**src/rtl/multicycle_control_unit_if.sv**
```systemverilog
// multicycle_control_unit_if: IR fields, flags and datapath controls between
// the multi-cycle control FSM (master) and the RV32 datapath (slave).
// Ports: OP/Funct3/Funct7/Zero/MemReady into the FSM; selects, enables,
//        ULAControl, ImmSrc, Illegal and debug State out of the FSM.
interface multicycle_control_unit_if #(
    parameter int ULA_W = 3
);
    logic [6:0]       OP;
    logic [2:0]       Funct3;
    logic [6:0]       Funct7;
    logic             Zero;
    logic             MemReady;
    logic             PCWrite;
    logic             AdrSrc;
    logic             MemWrite;
    logic             IRWrite;
    logic [1:0]       ResultSrc;
    logic [1:0]       ULASrcA;
    logic [1:0]       ULASrcB;
    logic [ULA_W-1:0] ULAControl;
    logic [2:0]       ImmSrc;
    logic             RegWrite;
    logic             Illegal;
    logic [3:0]       State;

    modport master (
        input  OP, Funct3, Funct7, Zero, MemReady,
        output PCWrite, AdrSrc, MemWrite, IRWrite, ResultSrc,
        output ULASrcA, ULASrcB, ULAControl, ImmSrc,
        output RegWrite, Illegal, State
    );

    modport slave (
        output OP, Funct3, Funct7, Zero, MemReady,
        input  PCWrite, AdrSrc, MemWrite, IRWrite, ResultSrc,
        input  ULASrcA, ULASrcB, ULAControl, ImmSrc,
        input  RegWrite, Illegal, State
    );
endinterface

```
**src/rtl/multicycle_control_unit.sv**
```systemverilog
// multicycle_control_unit: Moore control FSM sequencing RV32 instructions
// through fetch/decode/execute/memory/writeback with a MemReady wait.
// Ports: CLK, RSTn (synchronous, active low), bus (master modport) carrying
//        IR fields and flags in, datapath controls, Illegal and State out.
module multicycle_control_unit #(
    parameter int ULA_W      = 3,
    parameter bit ENABLE_BNE = 1'b1,
    parameter bit ENABLE_JAL = 1'b1
) (
    input  logic                     CLK,
    input  logic                     RSTn,
    multicycle_control_unit_if.master bus
);

    typedef enum logic [3:0] {
        FETCH    = 4'd0,
        DECODE   = 4'd1,
        MEMADR   = 4'd2,
        MEMREAD  = 4'd3,
        MEMWB    = 4'd4,
        MEMWRITE = 4'd5,
        EXECR    = 4'd6,
        ALUWB    = 4'd7,
        EXECI    = 4'd8,
        JAL      = 4'd9,
        BRANCH   = 4'd10,
        LUI      = 4'd11,
        TRAP     = 4'd12
    } state_t;

    localparam logic [6:0] OP_LOAD  = 7'b0000011;
    localparam logic [6:0] OP_STORE = 7'b0100011;
    localparam logic [6:0] OP_R     = 7'b0110011;
    localparam logic [6:0] OP_I     = 7'b0010011;
    localparam logic [6:0] OP_LUI   = 7'b0110111;
    localparam logic [6:0] OP_BR    = 7'b1100011;
    localparam logic [6:0] OP_JAL   = 7'b1101111;

    localparam logic [2:0] ALU_ADD = 3'b000;
    localparam logic [2:0] ALU_SUB = 3'b001;
    localparam logic [2:0] ALU_AND = 3'b010;
    localparam logic [2:0] ALU_OR  = 3'b011;
    localparam logic [2:0] ALU_XOR = 3'b100;
    localparam logic [2:0] ALU_SLT = 3'b101;
    localparam logic [2:0] ALU_SLL = 3'b110;
    localparam logic [2:0] ALU_SRL = 3'b111;

    localparam logic [2:0] IMM_I = 3'b000;
    localparam logic [2:0] IMM_S = 3'b001;
    localparam logic [2:0] IMM_B = 3'b010;
    localparam logic [2:0] IMM_U = 3'b011;
    localparam logic [2:0] IMM_J = 3'b100;

    state_t state;
    state_t nxt;
    state_t dec_nxt;

    logic       is_load, is_store, is_r, is_i;
    logic       is_lui, is_br, is_jal;
    logic       f7_zero, f7_sub, is_shift;
    logic       mem_ok, r_ok, i_ok, br_ok;
    logic [2:0] f3_alu, r_alu;

    logic       pc_write, adr_src, mem_write, ir_write;
    logic       reg_write, illegal;
    logic [1:0] result_src, src_a, src_b;
    logic [2:0] alu, imm_src;
    logic [ULA_W-1:0] ula_ext;

    assign is_load  = bus.OP == OP_LOAD;
    assign is_store = bus.OP == OP_STORE;
    assign is_r     = bus.OP == OP_R;
    assign is_i     = bus.OP == OP_I;
    assign is_lui   = bus.OP == OP_LUI;
    assign is_br    = bus.OP == OP_BR;
    assign is_jal   = bus.OP == OP_JAL;

    assign f7_zero  = bus.Funct7 == 7'b0000000;
    assign f7_sub   = bus.Funct7 == 7'b0100000;
    assign is_shift = bus.Funct3 == 3'b001 || bus.Funct3 == 3'b101;

    assign mem_ok = bus.Funct3 == 3'b010;
    // Only SUB may carry a non-zero funct7; funct3 011 has no ALU code.
    assign r_ok   = (f7_zero && bus.Funct3 != 3'b011)
                 || (f7_sub && bus.Funct3 == 3'b000);
    assign i_ok   = bus.Funct3 != 3'b011 && (!is_shift || f7_zero);
    assign br_ok  = bus.Funct3 == 3'b000
                 || (ENABLE_BNE && bus.Funct3 == 3'b001);

    always_comb begin
        f3_alu = ALU_ADD;
        case (bus.Funct3)
            3'b001:  f3_alu = ALU_SLL;
            3'b010:  f3_alu = ALU_SLT;
            3'b100:  f3_alu = ALU_XOR;
            3'b101:  f3_alu = ALU_SRL;
            3'b110:  f3_alu = ALU_OR;
            3'b111:  f3_alu = ALU_AND;
            default: f3_alu = ALU_ADD;
        endcase
    end

    assign r_alu = (f7_sub && bus.Funct3 == 3'b000) ? ALU_SUB : f3_alu;

    always_comb begin
        dec_nxt = TRAP;
        unique case (1'b1)
            is_load && mem_ok:    dec_nxt = MEMADR;
            is_store && mem_ok:   dec_nxt = MEMADR;
            is_r && r_ok:         dec_nxt = EXECR;
            is_i && i_ok:         dec_nxt = EXECI;
            is_lui:               dec_nxt = LUI;
            is_br && br_ok:       dec_nxt = BRANCH;
            is_jal && ENABLE_JAL: dec_nxt = JAL;
            default:              dec_nxt = TRAP;
        endcase
    end

    always_ff @(posedge CLK) begin
        if (!RSTn) state <= FETCH;
        else       state <= nxt;
    end

    always_comb begin
        nxt        = state;
        pc_write   = 1'b0;
        adr_src    = 1'b0;
        mem_write  = 1'b0;
        ir_write   = 1'b0;
        reg_write  = 1'b0;
        illegal    = 1'b0;
        result_src = 2'b00;
        src_a      = 2'b00;
        src_b      = 2'b00;
        alu        = ALU_ADD;
        imm_src    = IMM_I;
        case (state)
            FETCH: begin
                src_b      = 2'b10;
                result_src = 2'b10;
                ir_write   = bus.MemReady;
                pc_write   = bus.MemReady;
                if (bus.MemReady) nxt = DECODE;
            end
            DECODE: begin
                // OldPC + imm lands in ALUOut for BRANCH/JAL.
                src_a   = 2'b01;
                src_b   = 2'b01;
                imm_src = is_jal ? IMM_J : IMM_B;
                nxt     = dec_nxt;
            end
            MEMADR: begin
                src_a   = 2'b10;
                src_b   = 2'b01;
                imm_src = is_store ? IMM_S : IMM_I;
                nxt     = is_store ? MEMWRITE : MEMREAD;
            end
            MEMREAD: begin
                adr_src = 1'b1;
                if (bus.MemReady) nxt = MEMWB;
            end
            MEMWB: begin
                result_src = 2'b01;
                reg_write  = 1'b1;
                nxt        = FETCH;
            end
            MEMWRITE: begin
                adr_src   = 1'b1;
                mem_write = 1'b1;
                if (bus.MemReady) nxt = FETCH;
            end
            EXECR: begin
                src_a = 2'b10;
                alu   = r_alu;
                nxt   = ALUWB;
            end
            EXECI: begin
                src_a = 2'b10;
                src_b = 2'b01;
                alu   = f3_alu;
                nxt   = ALUWB;
            end
            LUI: begin
                src_a   = 2'b11;
                src_b   = 2'b01;
                imm_src = IMM_U;
                nxt     = ALUWB;
            end
            ALUWB: begin
                reg_write = 1'b1;
                nxt       = FETCH;
            end
            BRANCH: begin
                src_a    = 2'b10;
                alu      = ALU_SUB;
                pc_write = bus.Funct3[0] ? !bus.Zero : bus.Zero;
                nxt      = FETCH;
            end
            JAL: begin
                // OldPC + 4 goes to rd via ALUWB; PC takes the target.
                src_a    = 2'b01;
                src_b    = 2'b10;
                pc_write = 1'b1;
                nxt      = ALUWB;
            end
            TRAP: begin
                illegal = 1'b1;
                nxt     = TRAP;
            end
            default: nxt = TRAP;
        endcase
    end

    always_comb begin
        ula_ext      = '0;
        ula_ext[2:0] = alu;
    end

    // Reset holds every output low so an abandoned access never strobes.
    assign bus.PCWrite    = RSTn & pc_write;
    assign bus.AdrSrc     = RSTn & adr_src;
    assign bus.MemWrite   = RSTn & mem_write;
    assign bus.IRWrite    = RSTn & ir_write;
    assign bus.RegWrite   = RSTn & reg_write;
    assign bus.Illegal    = RSTn & illegal;
    assign bus.ResultSrc  = RSTn ? result_src : 2'b00;
    assign bus.ULASrcA    = RSTn ? src_a : 2'b00;
    assign bus.ULASrcB    = RSTn ? src_b : 2'b00;
    assign bus.ULAControl = RSTn ? ula_ext : '0;
    assign bus.ImmSrc     = RSTn ? imm_src : 3'b000;
    assign bus.State      = RSTn ? state : 4'd0;

endmodule

```
**src/flat_wrapper.sv**
```systemverilog
// flat-port wrapper written by rule: the top's interface ports become plain ports
module multicycle_control_unit_flat 
#(
    parameter int ULA_W      = 3,
    parameter bit ENABLE_BNE = 1'b1,
    parameter bit ENABLE_JAL = 1'b1
)
  (CLK, RSTn, bus_OP, bus_Funct3, bus_Funct7, bus_Zero, bus_MemReady, bus_PCWrite, bus_AdrSrc, bus_MemWrite, bus_IRWrite, bus_ResultSrc, bus_ULASrcA, bus_ULASrcB, bus_ULAControl, bus_ImmSrc, bus_RegWrite, bus_Illegal, bus_State);
  multicycle_control_unit_if #(.ULA_W(ULA_W)) bus_i ();
  input  logic CLK;
  input  logic RSTn;
  input wire logic [$bits(bus_i.OP)-1:0] bus_OP;
  input wire logic [$bits(bus_i.Funct3)-1:0] bus_Funct3;
  input wire logic [$bits(bus_i.Funct7)-1:0] bus_Funct7;
  input wire logic [$bits(bus_i.Zero)-1:0] bus_Zero;
  input wire logic [$bits(bus_i.MemReady)-1:0] bus_MemReady;
  output wire logic [$bits(bus_i.PCWrite)-1:0] bus_PCWrite;
  output wire logic [$bits(bus_i.AdrSrc)-1:0] bus_AdrSrc;
  output wire logic [$bits(bus_i.MemWrite)-1:0] bus_MemWrite;
  output wire logic [$bits(bus_i.IRWrite)-1:0] bus_IRWrite;
  output wire logic [$bits(bus_i.ResultSrc)-1:0] bus_ResultSrc;
  output wire logic [$bits(bus_i.ULASrcA)-1:0] bus_ULASrcA;
  output wire logic [$bits(bus_i.ULASrcB)-1:0] bus_ULASrcB;
  output wire logic [$bits(bus_i.ULAControl)-1:0] bus_ULAControl;
  output wire logic [$bits(bus_i.ImmSrc)-1:0] bus_ImmSrc;
  output wire logic [$bits(bus_i.RegWrite)-1:0] bus_RegWrite;
  output wire logic [$bits(bus_i.Illegal)-1:0] bus_Illegal;
  output wire logic [$bits(bus_i.State)-1:0] bus_State;
  assign bus_i.OP = bus_OP;
  assign bus_i.Funct3 = bus_Funct3;
  assign bus_i.Funct7 = bus_Funct7;
  assign bus_i.Zero = bus_Zero;
  assign bus_i.MemReady = bus_MemReady;
  assign bus_PCWrite = bus_i.PCWrite;
  assign bus_AdrSrc = bus_i.AdrSrc;
  assign bus_MemWrite = bus_i.MemWrite;
  assign bus_IRWrite = bus_i.IRWrite;
  assign bus_ResultSrc = bus_i.ResultSrc;
  assign bus_ULASrcA = bus_i.ULASrcA;
  assign bus_ULASrcB = bus_i.ULASrcB;
  assign bus_ULAControl = bus_i.ULAControl;
  assign bus_ImmSrc = bus_i.ImmSrc;
  assign bus_RegWrite = bus_i.RegWrite;
  assign bus_Illegal = bus_i.Illegal;
  assign bus_State = bus_i.State;
  multicycle_control_unit #(.ULA_W(ULA_W), .ENABLE_BNE(ENABLE_BNE), .ENABLE_JAL(ENABLE_JAL)) u_core (.CLK(CLK), .RSTn(RSTn), .bus(bus_i));
endmodule
```
**config.mk**
```make
export PLATFORM = sky130hd
export DESIGN_NAME = multicycle_control_unit_flat
export DESIGN_NICKNAME = d
export VERILOG_FILES = /design/src/rtl/multicycle_control_unit_if.sv /design/src/rtl/multicycle_control_unit.sv /design/src/flat_wrapper.sv
export SDC_FILE = /design/constraint.sdc
export NUM_CORES = 1
export LEC_CHECK = 0
export CELL_PAD_IN_SITES_DETAIL_PLACEMENT = 1
export CELL_PAD_IN_SITES_GLOBAL_PLACEMENT = 2
export CORE_MARGIN = 5
export CORE_UTILIZATION = 21
export CTS_CLUSTER_SIZE = 8
export DETAILED_ROUTE_END_ITERATION = 6
export HOLD_SLACK_MARGIN = 0.03
export PLACE_DENSITY = 0.85
export SYNTH_ARGS = -nofsm -noshare
export SYNTH_HDL_FRONTEND = slang
export SYNTH_SLANG_ARGS = --single-unit
```
**constraint.sdc**
```tcl
create_clock -name CLK -period 1.73 [get_ports CLK]
set_input_delay 0.173 -clock CLK [delete_from_list [all_inputs] [get_ports CLK]]
set_output_delay 0.173 -clock CLK [all_outputs]
set_load 0.005 [all_outputs]
```
== Word-level counts from Yosys, hierarchy flattened ==
Cells that the tools add are included.

* Bits in registers: 4
* Logic and storage cells: 92
* Input bits: 21
* Output and inout bits: 22

* Bitwise operators: 6
* Reductions and logical operators: 27
* Muxes and demuxes: 28
* Equality and inequality tests: 30

{| class="wikitable"
|+ Operators with widths
! cell !! count
|-
| equality test 7 x 6 -> 1 bit (second input constant) || 4
|-
| case mux 4 bit (7 select lines) || 1
|-
| case mux 4 bit (6 select lines) || 1
|-
| equality test 4 bit (second input constant) || 5
|-
| case mux 3 bit (3 select lines) || 2
|-
| case mux 3 bit (6 select lines) || 1
|-
| equality test 4 x 3 -> 1 bit (second input constant) || 4
|-
| 2-to-1 mux 4 bit || 4
|-
| 2-to-1 mux 3 bit || 5
|-
| equality test 7 bit (second input constant) || 2
|-
| equality test 3 bit (second input constant) || 4
|-
| OR reduction 4 bit || 3
|-
| OR reduction 2 bit || 5
|-
| equality test 4 x 2 -> 1 bit (second input constant) || 2
|-
| logical AND 1 bit || 8
|-
| case mux 2 bit (2 select lines) || 2
|-
| equality test 7 x 2 -> 1 bit (second input constant) || 1
|-
| equality test 7 x 5 -> 1 bit (second input constant) || 1
|-
| zero test 7 bit || 1
|-
| 2-to-1 mux 1 bit || 7
|-
| AND 1 bit || 6
|-
| 2-to-1 mux 2 bit || 3
|-
| inequality test 2 bit (second input constant) || 3
|-
| case mux 2 bit (3 select lines) || 1
|-
| other kinds (11) || 15
|}

== Depth between registers and ports, before layout ==
Gate-level depths: netlist (run 1).

* Depth after elaboration: 8
* Depth in mapped cells: 7
* Depth with buffers taken out: 5

== Least setup slack after synthesis (run 1) ==
Ideal clock, no wire load.

* Path type: register to register
* From: reg u_core.state[2]
* To: reg u_core.state[1]
* Data required time: 1.605 ns
* Setup time: 0.125 ns
* Cell stages (with the launch flop): 7
* Slack: 0.297 ns
* Data arrival time: 1.307 ns
* Clock period less this slack: 1.433 ns
* Cells stage by stage: dfxtp_1 > buf_2 > and4b_1 > nand2_1 > a21bo_1 > a2111oi_2 > o21ai_1

* Word-level cells in the longest chain between the ends: 3

{| class="wikitable"
|+ RTL lines
! what !! line !! source
|-
| start, declared || multicycle_control_unit.sv:54 || <nowiki>state_t state;</nowiki>
|-
| start signal, assigned || multicycle_control_unit.sv:121 || <nowiki>else state <= nxt;</nowiki>
|-
| equality test 4 x 3 -> 1 bit, or another cell as far along || multicycle_control_unit.sv:137 || <nowiki>case (state)</nowiki>
|-
| OR reduction 4 bit (no source line), or another cell as far along || n/a ||
|-
| case mux 4 bit (7 select lines) / AND reduction 3 bit (equally long branches) || n/a ||
|}

Parallel ways exist; a longest one is shown, timed or not.
A chain may end at the register's enable or synchronous reset.

== Final worst setup path (run 1) ==
* From: in bus_Funct3[0]
* To: out bus_ULAControl[0]

* Word-level cells in the longest chain between the ends: 5

{| class="wikitable"
|+ RTL lines
! what !! line !! source
|-
| start, declared || flat_wrapper.sv:13 || <nowiki>input wire logic [$bits(bus_i.Funct3)-1:0] bus_Funct3;</nowiki>
|-
| equality test 3 bit, or another cell as far along || multicycle_control_unit.sv:92 || <nowiki>case (bus.Funct3)</nowiki>
|-
| case mux 3 bit (6 select lines) / logical AND 1 bit (equally long branches) || multicycle_control_unit.sv:92, multicycle_control_unit.sv:103 ||
|-
| 2-to-1 mux 3 bit || multicycle_control_unit.sv:103 || <nowiki>assign r_alu = (f7_sub && bus.Funct3 == 3'b000) ? ALU_SUB : f3_alu;</nowiki>
|-
| case mux 3 bit (3 select lines) * || multicycle_control_unit.sv:137 ||
|-
| 2-to-1 mux 3 bit * || multicycle_control_unit.sv:229 || <nowiki>assign bus.ULAControl = RSTn ? ula_ext : '0;</nowiki>
|-
| end, declared || flat_wrapper.sv:24 || <nowiki>output wire logic [$bits(bus_i.ULAControl)-1:0] bus_ULAControl;</nowiki>
|}

Every way passes the cells marked *; elsewhere a longest branch is shown, timed or not.

==> out/results.ini, run 1 <==
[setup_path]
worstPathArrival_ps = 1570
critical_path_peak_fanout = 2
r2r_end = u_core.state[2]
regToRegStartpoint = u_core.state[0]
crit_required_ps = 1560
end_kind = primary output
reg2reg_slack_ps = 80
critPathKind = in -> out
start_kind = primary input
ff2ff_path_depth = 6

[floorplanning]
ios = 43
coreArea_mm2 = 0.00438
die_x_um = 77.4
die-area_mm2 = 0.00599
std_cell_rows = 24
die-height_um = 77.4
start_util = 0.218

[route]
firstDrtPassIters = 4
route.detailed.drc = 0
wl_um = 4480
wl_per_cell_um = 15.5
vias = 1448
ant_nets = 0
viasPerCell = 5.01
drt_iter0_drc = 38

[power]
pwr-share-seq = 0.111
power_switching_share = 0.423
power_switching_mw = 0.892
pwr-share-clk = 0.092
power_mw = 2.11
p_int_mw = 1.22
power.density_mw_per_mm2 = 1040
vdd_drop_max_uv = 348
power.leakage_nw = 0.945
pwr-share-comb = 0.798

[placement]
post-place-cells = 280
placed_area_mm2 = 0.00177
dpl.hpwl_um = 3450
finalWeightedCongestion = 0.845
port_buffers = 42

[synthesis]
synth.avg_cell_area_um2 = 6.49
syn_area_um2 = 955
synth.distinct_cells = 49
syn-num-nets = 168
ys_seq_area_frac = 0.0839
ys_ff_latch = 4
yosysWarningCount = 0
postSynth.asyncResetShare = 0
netlist_instances = 147
synth_ff_type = dfxtp_1
synth_edf_count = 0

[job]
maxCapViolCount = 0

[global_route]
grt_overflow_total = 0
grt_pass1_wl_um = 7060
grt_usage = 0.137
antenna_found_initial = 0
grt_max_degree = 12
grt_pass1_vias = 1512

[outcome]
outcome = complete, but fails checks
violations = negative setup slack

[clock_tree]
numCtsBuffers = 3
cts_buffer_depth = 2
cts_root_buffer = clkbuf_8
cts_hold_buf = 0
insertion_delay_ps = 220
htreeDepth = 1
clock_sink_count = 4
tritoncts = done
cts.clk_slew.worst_paths_ps = 30

[hold_path]
hold_path_class = in -> reg
whs_endpoint = u_core.state[3]
hold_start = RSTn
whs_path_depth = 4

[finish]
multi_input_area_um2 = 927
largestRegisters = u_core.state x4
drive_above_1_share = 0.435
fin_nets = 260
finalNonFillerCells = 289
largest_reg_flops = 4
regMostFlops = u_core.state
final_common_cell = buf_4
final_cell_mix = 55 x buf_4, 20 x dlygate4sd2_1, 16 x nand2_1
postLayoutCoreUtil = 0.463
n_fill_cell = 555
syn2layout_area_growth_pct = 113
fin_area_mm2 = 0.00203
antenna_cells = 0
regArea_um2 = 92.6

[sta]
worstMarginPinSlew_ps = 472
fin_setup_tns_ps = -10.0
fmax_ghz = 0.575
rsz0062_at_grt = yes
post-route-period-util = 1.01
worst_slack_ps = -10.0
min_period_ps = 1740
max-slew-margin-rel = 0.677
finalSetupViolCount = 1
drv_slew = 0
fin_worst_skew_ps = 2.42
hold_viol = 0

==> through the flow <==
stage | hold WS (ps) | worst slack (ps)
floorplan | 363 | 297
global placement | 697 | -395
detailed placement | 708 | -397
CTS | 614 | -112
global route | 661 | -126
finish | 619 | -10.0
==> worst max path at each step <==
stage	start	endpoint	slack, ps	cells past startpoint
after floorplan	u_core.state[2]	u_core.state[1]	300	6
after global placement	bus_Funct7[1]	bus_ULAControl[0]	-400	7
after detailed placement	bus_Funct3[1]	bus_ULAControl[0]	-400	7
after CTS	u_core.state[3]	bus_ULASrcA[1]	-110	5
after global routing	bus_Funct3[0]	bus_ULAControl[0]	-130	7
final	bus_Funct3[0]	bus_ULAControl[0]	-10	7
==> worst max-delay path: stages <==
cell             delay (ps)
clkdlybuf4s50_1         470
nor2b_2                 170
nand2_1                 110
a311oi_2                250
a31oi_1                  70
nor2b_1                 100
dlygate4sd2_1           230
==> power by group through the flow <==
stage                     clock (mW)  sequential [mW]  combinational [mW]
after floorplan                    0            0.141               0.686
after global placement             0            0.213                1.37
after detailed placement           0            0.215                1.41
after CTS                      0.196            0.248                1.53
after global routing           0.205            0.239                1.82
final                          0.193            0.234                1.68
==> metal layers <==
layer | global-route usage | up-vias | part of all wire | wire (µm)
met5 | 0 | - | 0 | 0
met1 | 0.166 | 695 | 0.42 | 1880
met3 | 0.0116 | 8 | 0.035 | 155
met2 | 0.256 | 30 | 0.53 | 2360
li1 | - | 715 | - | -
met4 | 0.0378 | 0 | 0.018 | 80
==> area by class of cell <==
class                           count  share of cell area
Sequential cell                     4              0.0456
Clock buffer                        3              0.0203
Timing Repair Buffer              101               0.434
Multi-Input combinational cell    123               0.457
Tap cell                           52              0.0320
Inverter                            6              0.0111
==> cell families (layout without fill, tap and decap cells) <==
logic type | after synthesis | after routing | synth area share
simple gates | 80 | 80 | 0.478
compound gates | 36 | 36 | 0.265
mux | 1 | 1 | 0.0105
flops | 4 | 4 | 0.0839
xor+xnor | 6 | 6 | 0.0551
buf+inv | 20 | 110 | 0.107
==> cells in the mapped netlist (3+ instances only) <==
cell type  count  area share
inv_1          6       0.024
nand2_1       18       0.071
nor4_1         4       0.026
o21ai_1        5       0.026
nor2_1        17       0.067
nor3_1         7       0.037
dfxtp_1        4       0.084
nor2b_1        6       0.039
nand3_1        3       0.016
buf_2          8       0.042
xor2_1         3       0.028
a21oi_1        6       0.031
a211oi_1       4       0.031
nand2b_1       3       0.020
o21ai_0        3       0.016
and2_1         5       0.033
xnor2_1        3       0.028
==> what timing repair did <==
action | in CTS | in global routing
setup endpoints to repair | 25 | 11
pin swaps | 8 | 8
resized for setup | 59 | 19
setup buffers | 4 | 2
Note: power is estimated with default switching activity, not from simulation.
==> run 2: changes to the inputs <==
Settings changed: GPL_TIMING_DRIVEN from default to 0.
==> run 2 against run 1 <==
Compared with the run above: non-clock buffer count is 15 lower; the flow still finishes with violations (negative setup slack); clock skew hardly changed; sequential power is 31% lower; combinational power is 9% higher; clock power hardly changed; highest routed layer unchanged; core utilization is 2.5 points lower; sequential share of layout area is 0.26 points lower; wire length is 1.7% higher.
==> out/results.ini, run 2 (same netlist as run 1, synthesis figures left out) <==
[finish]
regArea_um2 = 82.6  ; -11%
fin_area_mm2 = 0.00192  ; -5.4%
n_fill_cell = 548  ; -1.3%
syn2layout_area_growth_pct = 101
final_common_cell = buf_4
final_cell_mix = 32 x buf_4, 21 x dlygate4sd2_1, 16 x nand2_1
largest_reg_flops = 4  ; unchanged
fin_nets = 245  ; -5.8%
multi_input_area_um2 = 947  ; +2.2%
antenna_cells = 0  ; unchanged
finalNonFillerCells = 274  ; -5.2%
regMostFlops = u_core.state
largestRegisters = u_core.state x4
drive_above_1_share = 0.401  ; -0.0337

[clock_tree]
insertion_delay_ps = 220  ; about the same
cts_hold_buf = 0  ; unchanged
tritoncts = done
htreeDepth = 1  ; unchanged
cts_buffer_depth = 2  ; unchanged
numCtsBuffers = 3  ; unchanged
clock_sink_count = 4  ; unchanged
cts_root_buffer = clkbuf_8
cts.clk_slew.worst_paths_ps = 30  ; about the same

[setup_path]
start_kind = flip-flop
crit_required_ps = 1560  ; about the same
critPathKind = reg -> out
worstPathArrival_ps = 1570  ; about the same
slowest_delay_ps = 320  ; -150 ps
cp_slowest_cell = dfxtp_2
reg2reg_slack_ps = 60  ; -20 ps
end_kind = primary output
ff2ff_path_depth = 7  ; +1
r2r_end = u_core.state[1]
critical_path_peak_fanout = 7  ; +5
crit_family = buffers and inverters
regToRegStartpoint = u_core.state[2]
crit_buf_inv = 3  ; +1
crit_chain = buf_6 -> buf_8 -> nor4b_4 -> nand2_1 -> a211oi_2 -> buf_2

[sta]
rsz0062_at_grt = yes
fmax_ghz = 0.575  ; about the same
max-slew-margin-rel = 0.716  ; +0.0388
fin_hold_ws_ps = 501  ; -118 ps
worstMarginPinSlew_ps = 415  ; -56.7 ps
fin_worst_skew_ps = 2.64  ; +0.222 ps
drv_slew = 0  ; unchanged
finalSetupViolCount = 1  ; unchanged
hold_viol = 0  ; unchanged
post-route-period-util = 1.01  ; about the same
worst_slack_ps = -8.93  ; +1.08 ps
min_period_ps = 1740  ; -1.08 ps

[power]
power.leakage_nw = 0.809  ; -14%
vdd_drop_max_uv = 317  ; -9.0%
p_int_mw = 1.22  ; -0.12%
pwr-share-seq = 0.074  ; -0.037
pwr-share-comb = 0.837  ; +0.039
power.density_mw_per_mm2 = 1140  ; +9.3%
power_switching_mw = 0.965  ; +8.2%
pwr-share-clk = 0.089  ; -0.003
power_switching_share = 0.442  ; +0.0196

[route]
vias = 1405  ; -3.0%
viasPerCell = 5.13  ; +2.3%
ant_nets = 0  ; unchanged
route.detailed.drc = 0  ; unchanged
drt_iter0_drc = 56  ; +47%
firstDrtPassIters = 4  ; unchanged
wl_per_cell_um = 16.6  ; +7.3%
wl_um = 4550  ; +1.7%

[placement]
post-place-cells = 237  ; -15%
placed_area_mm2 = 0.00140  ; -21%
port_buffers = 38  ; -9.5%
finalWeightedCongestion = 0.751  ; -11%
dpl.hpwl_um = 2870  ; -17%

[floorplanning]
die-height_um = 77.4  ; unchanged
ios = 43  ; unchanged
start_util = 0.218  ; unchanged
die_x_um = 77.4  ; unchanged
std_cell_rows = 24  ; unchanged
die-area_mm2 = 0.00599  ; unchanged
coreArea_mm2 = 0.00438  ; unchanged

[global_route]
grt_usage = 0.132  ; -0.00569
grt_pass1_wl_um = 6730  ; -4.6%
antenna_found_initial = 0  ; unchanged
grt_pass1_vias = 1407  ; -6.9%
grt_overflow_total = 0  ; unchanged
grt_max_degree = 11  ; -1

[outcome]
outcome = complete, but fails checks
violations = negative setup slack

[hold_path]
whs_path_depth = 5  ; +1
hold_start = bus_OP[3]
whs_endpoint = u_core.state[2]
hold_path_class = in -> reg

[job]
maxCapViolCount = 0  ; unchanged

==> run 2: routing by layer <==
metal	vias to the layer above	share of wire	GRT usage
li1	683	-	-
met1	687	0.43	0.160
met2	31	0.53	0.250
met3	4	0.033	0.00579
met4	0	0.011	0.0326
met5	-	0	0
==> run 2: stage by stage <==
step	setup TNS, ps	utilization	total power, mW	worst slack [ps]
3_5_place_dp	-8090	0.319	1.29	-586
3_3_place_gp	-7700	0.319	1.27	-570
2_1_floorplan	0	-	0.827	297
4_1_cts	-118	0.402	1.83	-118
5_1_grt	-119	0.438	2.33	-75.9
6_report	-8.93	0.438	2.18	-8.93
==> run 2: what timing repair did <==
item,in CTS,in global routing
setup endpoints to repair,23,12
setup buffers,18,16
pin swaps,6,13
gates resized for setup,82,28
==> run 2: worst min-delay path: stages <==
cell	delay, ps
buf_6	110
nor2_1	50
nand2_1	70
o22ai_1	70
o31ai_1	190
==> run 2: worst max-delay path by stage <==
stage	startpoint	to	slack, ps	depth (start not counted)
after floorplan	u_core.state[2]	u_core.state[1]	300	6
after global placement	bus_OP[2]	bus_ImmSrc[0]	-570	5
after detailed placement	bus_OP[2]	bus_ImmSrc[0]	-590	5
after CTS	u_core.state[0]	bus_ImmSrc[0]	-120	6
after global routing	u_core.state[3]	bus_ImmSrc[0]	-80	6
final	u_core.state[3]	bus_ImmSrc[0]	-9	6
==> run 2: area by class of cell <==
| cell class | count | share of cell area |
|---|---|---|
| Multi-Input combinational cell | 123 | 0.493 |
| Timing Repair Buffer | 72 | 0.306 |
| Buffer | 14 | 0.0893 |
| Sequential cell | 4 | 0.0430 |
| Tap cell | 52 | 0.0339 |
| Clock buffer | 3 | 0.0215 |
| Inverter | 6 | 0.0137 |
==> run 2: power groups by stage <==
stage / logic, mW / clock network [mW] / registers (mW)
2_1_floorplan: 0.686 / 0 / 0.141
3_3_place_gp: 1.12 / 0 / 0.144
3_5_place_dp: 1.14 / 0 / 0.146
4_1_cts: 1.48 / 0.200 / 0.153
5_1_grt: 1.96 / 0.208 / 0.162
6_report: 1.83 / 0.195 / 0.161
==> run 3: changes to the inputs <==
Settings changed: CORE_ASPECT_RATIO from default to 0.75, CORE_MARGIN 5 to 2.
==> run 3 against run 2 <==
Compared with the run above: the run still ends with negative setup slack left; sequential power increased by 12%; clock power increased by 5%; register-to-register slack improved by 40 ps; die area decreased by 15%; count of clock-buffer cells in the layout unchanged; maximum frequency about the same; critical path depth decreased by 1; first-iteration DRC count increased by 84%; wire length decreased by 0.77%; largest cell class unchanged; highest routed layer unchanged.
==> out/results.ini, run 3 (same netlist as run 1, synthesis figures left out) <==
[outcome]
outcome = complete, but fails checks
violations = negative setup slack

[floorplanning]
die_x_um = 81.9  ; +5.7%
die-area_mm2 = 0.00511  ; -15%
std_cell_rows = 21  ; -13%
start_util = 0.216  ; -0.00148
ios = 43  ; unchanged
die-height_um = 62.4  ; -19%
coreArea_mm2 = 0.00441  ; +0.68%

[clock_tree]
cts_root_buffer = clkbuf_8
htreeDepth = 1  ; unchanged
cts_buffer_depth = 2  ; unchanged
cts.clk_slew.worst_paths_ps = 30  ; about the same
numCtsBuffers = 3  ; unchanged
insertion_delay_ps = 220  ; about the same
clock_sink_count = 4  ; unchanged
tritoncts = done

[setup_path]
crit_end = bus_ImmSrc[0]
reg2reg_slack_ps = 100  ; +40 ps
critPathLaunch = u_core.state[0]
critPathKind = reg -> out
start_kind = flip-flop
worstPathArrival_ps = 1570  ; about the same
r2r_end = u_core.state[1]
end_kind = primary output
ff2ff_path_depth = 6  ; -1
critical_path_peak_fanout = 8  ; +1
crit_required_ps = 1560  ; about the same
regToRegStartpoint = u_core.state[1]

[placement]
dpl.hpwl_um = 2730  ; -4.7%
port_buffers = 38  ; unchanged
finalWeightedCongestion = 0.787  ; +4.7%

[sta]
worstMarginPinSlew_ps = 436  ; +21.1 ps
rsz0062_at_grt = yes
min_period_ps = 1740  ; -0.409 ps
fin_worst_skew_ps = 3.92  ; +1.28 ps
post-route-period-util = 1.00  ; about the same
finalSetupViolCount = 1  ; unchanged
max-slew-margin-rel = 0.706  ; -0.00997
fmax_ghz = 0.575  ; about the same
drv_slew = 0  ; unchanged
worst_slack_ps = -8.52  ; +0.409 ps
fin_hold_ws_ps = 514  ; +13.1 ps
hold_viol = 0  ; unchanged

[route]
viasPerCell = 5.15  ; +0.47%
wl_um = 4520  ; -0.77%
ant_nets = 0  ; unchanged
wl_per_cell_um = 16.7  ; +0.70%
vias = 1391  ; -1.0%
drt_iter0_drc = 103  ; +84%
firstDrtPassIters = 4  ; unchanged
route.detailed.drc = 0  ; unchanged

[finish]
final_common_cell = buf_4
multi_input_area_um2 = 935  ; -1.3%
fin_nets = 236  ; -3.7%
n_fill_cell = 559  ; +2.0%
largest_reg_flops = 4  ; unchanged
regArea_um2 = 86.3  ; +4.5%
final_cell_mix = 24 x buf_4, 19 x dlygate4sd2_1, 15 x nand2_1
antenna_cells = 0  ; unchanged
drive_above_1_share = 0.380  ; -0.0206
syn2layout_area_growth_pct = 96.1
regMostFlops = u_core.state
largestRegisters = u_core.state x4
postLayoutCoreUtil = 0.424  ; -0.0140

[hold_path]
hold_path_class = in -> reg

[power]
power.leakage_nw = 0.793  ; -1.9%
vdd_drop_max_uv = 474  ; +49%
power.density_mw_per_mm2 = 1130  ; -0.29%

[global_route]
grt_pass1_wl_um = 6710  ; -0.31%
grt_pass1_vias = 1341  ; -4.7%
global_route.usage.met1 = 0.244  ; +0.0840
grt_max_degree = 11  ; unchanged
grt_overflow_total = 0  ; unchanged
grtUsageMet2 = 0.264  ; +0.0142
grt_usage = 0.169  ; +0.0371
grt.busiest_layer = met2
antenna_found_initial = 0  ; unchanged
grt_util_met3 = 0.0275  ; +0.0217

[job]
maxCapViolCount = 0  ; unchanged

## run 3: power breakdown
group / switching (mW) / internal, mW
combinational: 0.857 / 0.877
clock: 0.0559 / 0.149
sequential: 0.0378 / 0.144
total: 0.950 / 1.17
## run 3: per-stage QoR
step	cells	setup TNS [ps]	cell area (µm²)	power [mW]	setup WS [ps]
2_1_floorplan	147	0	955	0.827	297
3_3_place_gp	242	-7540	1410	1.27	-618
5_1_grt	270	-34.2	1870	2.25	-15.7
6_report	270	-8.52	1870	2.12	-8.52
3_5_place_dp	242	-8080	1410	1.27	-604
4_1_cts	263	-259	1760	1.91	-158
## run 3: final cells by class
class,instances,area share
tap,57,0.0381
inverter,6,0.0140
buffer,13,0.0856
timing repair buffer,64,0.295
sequential,4,0.0461
clock buffer,3,0.0221
multi-input combinational,123,0.499
## run 3: worst min path at each step
stage	from	to	slack (ps)	cells past startpoint
global placement	u_core.state[3]	u_core.state[3]	630	2
detailed placement	u_core.state[3]	u_core.state[3]	640	2
finish	bus_Funct3[1]	u_core.state[2]	510	4
CTS	bus_OP[3]	u_core.state[3]	480	4
global route	bus_Funct3[1]	u_core.state[2]	530	4
floorplan	bus_MemReady	u_core.state[0]	360	3
## run 3: critical path, cell delays in order, from the launching register on
cell,delay [ps]
dfxtp_4,350
clkbuf_16,170
nor4b_4,290
nand2_1,110
a211oi_2,270
buf_2,150
## run 3: what timing repair did
| item | CTS | global route |
|---|---|---|
| hold buffers | 0 | 0 |
| setup endpoints to repair | 23 | 10 |
| resized for setup | 79 | 25 |
| buffers inserted | 19 | 7 |
| hold endpoints to repair | 0 | 0 |
| pin swaps | 7 | 7 |
## run 3: layer usage
metal | vias up | share of wire
li1 | 667 | -
met1 | 659 | 0.46
met2 | 56 | 0.46
met3 | 9 | 0.062
met4 | 0 | 0.018
met5 | - | 0
